File: src/rtl/debug_module_cpu_oci_trace_monitor_if.sv
// Trace-frame input and buffered-frame output stream of the OCI trace monitor.
interface debug_module_cpu_oci_trace_monitor_if #(
    parameter int unsigned BUF_W = 30,
    parameter int unsigned CNT_W = 4
);
    logic [BUF_W-1:0]       dct_buffer;
    logic [CNT_W-1:0]       dct_count;
    logic                   dct_valid;
    logic [BUF_W+CNT_W-1:0] out_data;
    logic                   out_valid;
    logic                   out_ready;

    modport master (
        output dct_buffer, dct_count, dct_valid, out_ready,
        input  out_data, out_valid
    );

    modport slave (
        input  dct_buffer, dct_count, dct_valid, out_ready,
        output out_data, out_valid
    );
endinterface

File: src/rtl/debug_module_cpu_oci_trace_monitor.sv
// OCI data-cache trace monitor: buffers trace frames in a FIFO, streams them out,
// keeps saturating statistics and sticky error flags, and sequences end-of-test.
module debug_module_cpu_oci_trace_monitor #(
    parameter int unsigned BUF_W     = 30,
    parameter int unsigned CNT_W     = 4,
    parameter int unsigned DEPTH     = 8,
    parameter int unsigned MAX_COUNT = 10,
    parameter int unsigned STAT_W    = 16
) (
    input  logic                clk,
    input  logic                reset,
    debug_module_cpu_oci_trace_monitor_if.slave bus,
    input  logic                test_ending,
    input  logic                test_has_ended,
    output logic [STAT_W-1:0]   frame_total,
    output logic [STAT_W-1:0]   drop_total,
    output logic                count_err,
    output logic                overflow,
    output logic                done
);
    localparam int unsigned AW = $clog2(DEPTH);
    localparam int unsigned PW = AW + 1;
    localparam int unsigned DW = BUF_W + CNT_W;

    typedef enum logic [1:0] {RUN, DRAIN, DONE} state_t;

    state_t          state, state_next;
    logic [PW-1:0]   wr_ptr, rd_ptr, wr_next, rd_next;
    logic [DW-1:0]   mem [DEPTH];
    logic [DW-1:0]   in_word, head_next;
    logic            flush, push, pop, full, accept, drop, bad_count;

    // State register
    always_ff @(posedge clk) begin
        if (reset) state <= RUN;
        else       state <= state_next;
    end

    // Next state, FIFO control and next head word
    always_comb begin
        state_next = state;
        flush      = 1'b0;
        push       = 1'b0;
        pop        = 1'b0;
        accept     = 1'b0;
        drop       = 1'b0;
        wr_next    = wr_ptr;
        rd_next    = rd_ptr;
        in_word    = {bus.dct_count, bus.dct_buffer};
        head_next  = in_word;
        bad_count  = 32'(bus.dct_count) > MAX_COUNT;
        full       = (wr_ptr[AW] != rd_ptr[AW]) && (wr_ptr[AW-1:0] == rd_ptr[AW-1:0]);

        if (state != DONE) begin
            if (test_has_ended) begin
                flush = 1'b1;
            end else begin
                pop  = bus.out_valid && bus.out_ready;
                push = (state == RUN) && bus.dct_valid;
            end
        end

        // A full FIFO still takes a frame when the head leaves in the same cycle
        accept = push && (!full || pop);
        drop   = push && full && !pop;

        if (flush) begin
            wr_next = '0;
            rd_next = '0;
        end else begin
            if (accept) wr_next = wr_ptr + PW'(1);
            if (pop)    rd_next = rd_ptr + PW'(1);
        end

        case (state)
            RUN: begin
                if (flush)            state_next = DONE;
                else if (test_ending) state_next = DRAIN;
            end
            DRAIN: begin
                if (flush || rd_next == wr_next) state_next = DONE;
            end
            default: state_next = DONE;
        endcase

        // New head is the incoming word when the FIFO is otherwise empty
        if (rd_next != wr_ptr) head_next = mem[rd_next[AW-1:0]];
    end

    // Pointers, registered stream outputs, statistics and flags
    always_ff @(posedge clk) begin
        if (reset) begin
            wr_ptr        <= '0;
            rd_ptr        <= '0;
            bus.out_valid <= 1'b0;
            bus.out_data  <= '0;
            done          <= 1'b0;
            frame_total   <= '0;
            drop_total    <= '0;
            count_err     <= 1'b0;
            overflow      <= 1'b0;
        end else begin
            wr_ptr        <= wr_next;
            rd_ptr        <= rd_next;
            bus.out_valid <= (state_next != DONE) && (rd_next != wr_next);
            bus.out_data  <= head_next;
            done          <= (state_next == DONE);
            if (accept && frame_total != '1) frame_total <= frame_total + STAT_W'(1);
            if (drop && drop_total != '1)    drop_total  <= drop_total + STAT_W'(1);
            if (push && bad_count)           count_err   <= 1'b1;
            if (drop)                        overflow    <= 1'b1;
        end
    end

    // Storage
    always_ff @(posedge clk) begin
        if (accept) mem[wr_ptr[AW-1:0]] <= in_word;
    end
endmodule

File: src/flat_wrapper.sv
// flat-port wrapper written by rule: the top's interface ports become plain ports
module debug_module_cpu_oci_trace_monitor_flat 
#(
    parameter int unsigned BUF_W     = 30,
    parameter int unsigned CNT_W     = 4,
    parameter int unsigned DEPTH     = 8,
    parameter int unsigned MAX_COUNT = 10,
    parameter int unsigned STAT_W    = 16
)
  (clk, reset, test_ending, test_has_ended, frame_total, drop_total, count_err, overflow, done, bus_dct_buffer, bus_dct_count, bus_dct_valid, bus_out_ready, bus_out_data, bus_out_valid);
  debug_module_cpu_oci_trace_monitor_if #(.BUF_W(BUF_W), .CNT_W(CNT_W)) bus_i ();
  input  logic clk;
  input  logic reset;
  input  logic test_ending;
  input  logic test_has_ended;
  output logic [STAT_W-1:0] frame_total;
  output logic [STAT_W-1:0] drop_total;
  output logic count_err;
  output logic overflow;
  output logic done;
  input wire logic [$bits(bus_i.dct_buffer)-1:0] bus_dct_buffer;
  input wire logic [$bits(bus_i.dct_count)-1:0] bus_dct_count;
  input wire logic [$bits(bus_i.dct_valid)-1:0] bus_dct_valid;
  input wire logic [$bits(bus_i.out_ready)-1:0] bus_out_ready;
  output wire logic [$bits(bus_i.out_data)-1:0] bus_out_data;
  output wire logic [$bits(bus_i.out_valid)-1:0] bus_out_valid;
  assign bus_i.dct_buffer = bus_dct_buffer;
  assign bus_i.dct_count = bus_dct_count;
  assign bus_i.dct_valid = bus_dct_valid;
  assign bus_i.out_ready = bus_out_ready;
  assign bus_out_data = bus_i.out_data;
  assign bus_out_valid = bus_i.out_valid;
  debug_module_cpu_oci_trace_monitor #(.BUF_W(BUF_W), .CNT_W(CNT_W), .DEPTH(DEPTH), .MAX_COUNT(MAX_COUNT), .STAT_W(STAT_W)) u_core (.clk(clk), .reset(reset), .bus(bus_i), .test_ending(test_ending), .test_has_ended(test_has_ended), .frame_total(frame_total), .drop_total(drop_total), .count_err(count_err), .overflow(overflow), .done(done));
endmodule
File: config.mk
export PLATFORM = sky130hd
export DESIGN_NAME = debug_module_cpu_oci_trace_monitor_flat
export DESIGN_NICKNAME = d
export VERILOG_FILES = /design/src/rtl/debug_module_cpu_oci_trace_monitor_if.sv /design/src/rtl/debug_module_cpu_oci_trace_monitor.sv /design/src/flat_wrapper.sv
export SDC_FILE = /design/constraint.sdc
export NUM_CORES = 1
export LEC_CHECK = 0
export BUFFER_PORTS_ARGS = -buffer_cell sky130_fd_sc_hd__buf_2
export CAP_MARGIN = 20
export CORE_MARGIN = 2
export CORE_UTILIZATION = 33
export CTS_BUF_LIST = sky130_fd_sc_hd__clkbuf_8
export DETAILED_ROUTE_END_ITERATION = 7
export GPL_ROUTABILITY_DRIVEN = 1
export PLACE_DENSITY = 0.53
export SLEW_MARGIN = 30
export SYNTH_ARGS = -nofsm -noshare
export SYNTH_HDL_FRONTEND = slang
export SYNTH_SLANG_ARGS = --single-unit
File: constraint.sdc
create_clock -name clk -period 7.28 [get_ports clk]
set_input_delay 2.184 -clock clk [delete_from_list [all_inputs] [get_ports clk]]
set_output_delay 2.184 -clock clk [all_outputs]
set_load 0.01 [all_outputs]
==> metrics <==
status=completed; Synth Flop Type=edfxtp_1; Via density=5.36; # hold bufs at CTS=0; maxcap violations=0; cell area after synthesis=14800 um^2; Data arrival, critical path=5.12 ns; largest net degree at the start of global routing=91; syn nets=1145; final core occ=38.8%; Netlist cell types=62; RSZ-0062 raised after global routing=false; Cells after Synth=1101; Detail Placement HPWL=21000 um; Hold Crit Class=reg -> reg; post-cts sizing count=0; Synth Warn #=0; Overflow after GRT=0; diodes inserted=0; CTS root buf=clkbuf_8; total die area=46700 um^2; core area=44300 um^2; # clock sinks=352; final-report max-slew violation count=0; Post CTS Setup Buffer Count=0; CTS tree=built; Max Clock Skew=0.0530 ns; Residual DRC=0; IO Port Bufs=109; die span in y=216 um; Synth Register Bits=352; Clk pwr share=41.0%; Post-synth EDFFs=272; Sequential Power Share=54.9%; Max clock buf depth=3; Psw=931 uW; Setup TNS Final=0 ns; initial core utilization=33.5%; Worst Tran Pin Value=0.912 ns; f_max=218 MHz; number of global-route vias before repair=9842; Wirelength per Cell=21.2 um; Pwr Total=4020 uW; H-tree depth=2; Peak supply drop=0.000129 V; Routed Antenna Nets=0; crit-path max FO=69; Nets=1249; final period utilization=63.0%; Switching Fraction=23.2%; vias=9886; clock slew at reported path FFs=0.06 ns; initial antenna violation count=2; register area share after synthesis=65.9%; Initial DRC Count=772; count of final hold-check violations=0; first-pass GRT wire length=59800 um; Rows=77; fin crit period=4.58 ns; Cell Int Power=3090 uW; Fillers=4303; Crit. End Element=flip-flop; Worst-Skew Late Latency=0.68 ns; Rel. slew slack=39.0%; Routability Congestion=0.766; Comb pwr share=4.2%; crit path kind=in -> reg; final setup vio count=0; Avg Inst Size Synth=13.5 um^2; Worst setup SP type=input pin; cts bufs inserted=58; Synth async-reset ratio=0%; Pwr Density=234 nW/um^2; Worst EP required=7.81 ns; static leakage=0.00594 uW; share of cells above drive strength 1=26.7%; gr usage total=16.6%; area delta synth->final=15.8%; io pins=110; drt pass-1 iters=5; Die X=216 um; total wire length=39200 um
[layout make-up]
cell class                 instances  area, um^2  share of cell area [%]
clock buffer                      67         922                    5.37
timing repair buffer             136         798                    4.65
sequential                       352        9770                    56.9
clock inverter                    42         189                    1.10
tap                              592         741                    4.31
multi-input combinational        651        4740                    27.6
inverter                           6        22.5                   0.131
[path summary, 6_finish.rpt]
path | from | endpoint | slack, ns | depth (start not counted)
max | bus_out_ready | u_core.bus.out_data[2]$_SDFF_PP0_ | 2.70 | 9
min | u_core.count_err$_SDFFE_PP0P_ | u_core.count_err$_SDFFE_PP0P_ | 0.47 | 2
max reg2reg | u_core.state[1]$_SDFF_PP0_ | u_core.bus.out_data[2]$_SDFF_PP0_ | 3.41 | 8
min reg2reg | u_core.count_err$_SDFFE_PP0P_ | u_core.count_err$_SDFFE_PP0P_ | 0.47 | 2
[critical path, stage by stage]
cell and delay (ns):
buf_2 0.11, nand2_2 0.13, or4_2 0.66, buf_4 0.40
nand3_1 0.22, nand4b_2 0.11, buf_4 0.30, a211o_4 0.65
a311oi_1 0.32
[sequential cells by signal, summed over array words and instances (netlist names)]
signal and flops:
u_core.rd_ptr 4, u_core.frame_total 16, u_core.bus.out_data 34, u_core.count_err 1, u_core.wr_ptr 4, u_core.drop_total 16, u_core.state 2, u_core.bus.out_valid 1
u_core.done 1, u_core.mem 272, u_core.overflow 1
[stage by stage]
stage          area, um^2  std cells  setup slack, ns  hold slack (ns)
2_1_floorplan       14800       1101            0.249            0.502
3_3_place_gp        16000       1734             1.86            0.451
3_5_place_dp        16000       1736             2.09            0.458
4_1_cts             17200       1845             2.74            0.473
5_1_grt             17200       1846             2.57            0.517
6_report            17200       1846             2.70            0.469
[cell usage in the layout, fill, tap and decap left out, types with 30 or more instances in the layout]
cell,Yosys,routed
mux2_2,68,68
edfxtp_1,272,272
dfxtp_1,80,80
buf_2,13,108
nand3_1,150,150
clkbuf_8,0,67
a2111oi_0,34,34
nor2_1,49,48
o21ai_0,64,64
a311oi_2,30,30
inv_1,5,36
o211ai_1,69,69
[cells in the mapped netlist (13+ instances only)]
cell,number,area share [%]
a2111oi_0,34,2.0
a311oi_2,30,3.0
buf_2,13,0.44
clkbuf_1,68,1.7
dfxtp_1,80,11
edfxtp_1,272,55
mux2_2,68,5.2
nand2_1,20,0.51
nand3_1,150,5.1
nor2_1,49,1.2
nor3_1,20,0.67
o211ai_1,69,3.5
o21ai_0,64,2.2
xnor2_1,25,1.5
[kinds of logic after synthesis]
kind of cell    Yosys count  synth area share [%]
flops                   352                  65.9
simple gates            294                  10.2
compound gates          245                  13.2
buf+inv                  98                  2.78
mux                      70                  5.30
xor+xnor                 38                  2.34
fa+ha+maj                 4                 0.337
[power by group through the flow]
| stage | registers (uW) | logic (uW) | clock network, uW |
|---|---|---|---|
| finish | 2210 | 168 | 1650 |
| global route | 2210 | 184 | 1780 |
| CTS | 2210 | 169 | 1700 |
| detailed placement | 2250 | 169 | 0 |
| global placement | 2250 | 165 | 0 |
| floorplan | 2250 | 86.8 | 0 |
[metal layers]
layer  part of all wire (%)  global-route usage [%]  wire [um]
met5                  0.064                       0         25
met4                    2.2                    5.68        857
met3                    5.9                    3.34       2320
met1                     45                    22.7      17600
met2                     47                    26.4      18400
(Power assumes the default switching activity.)
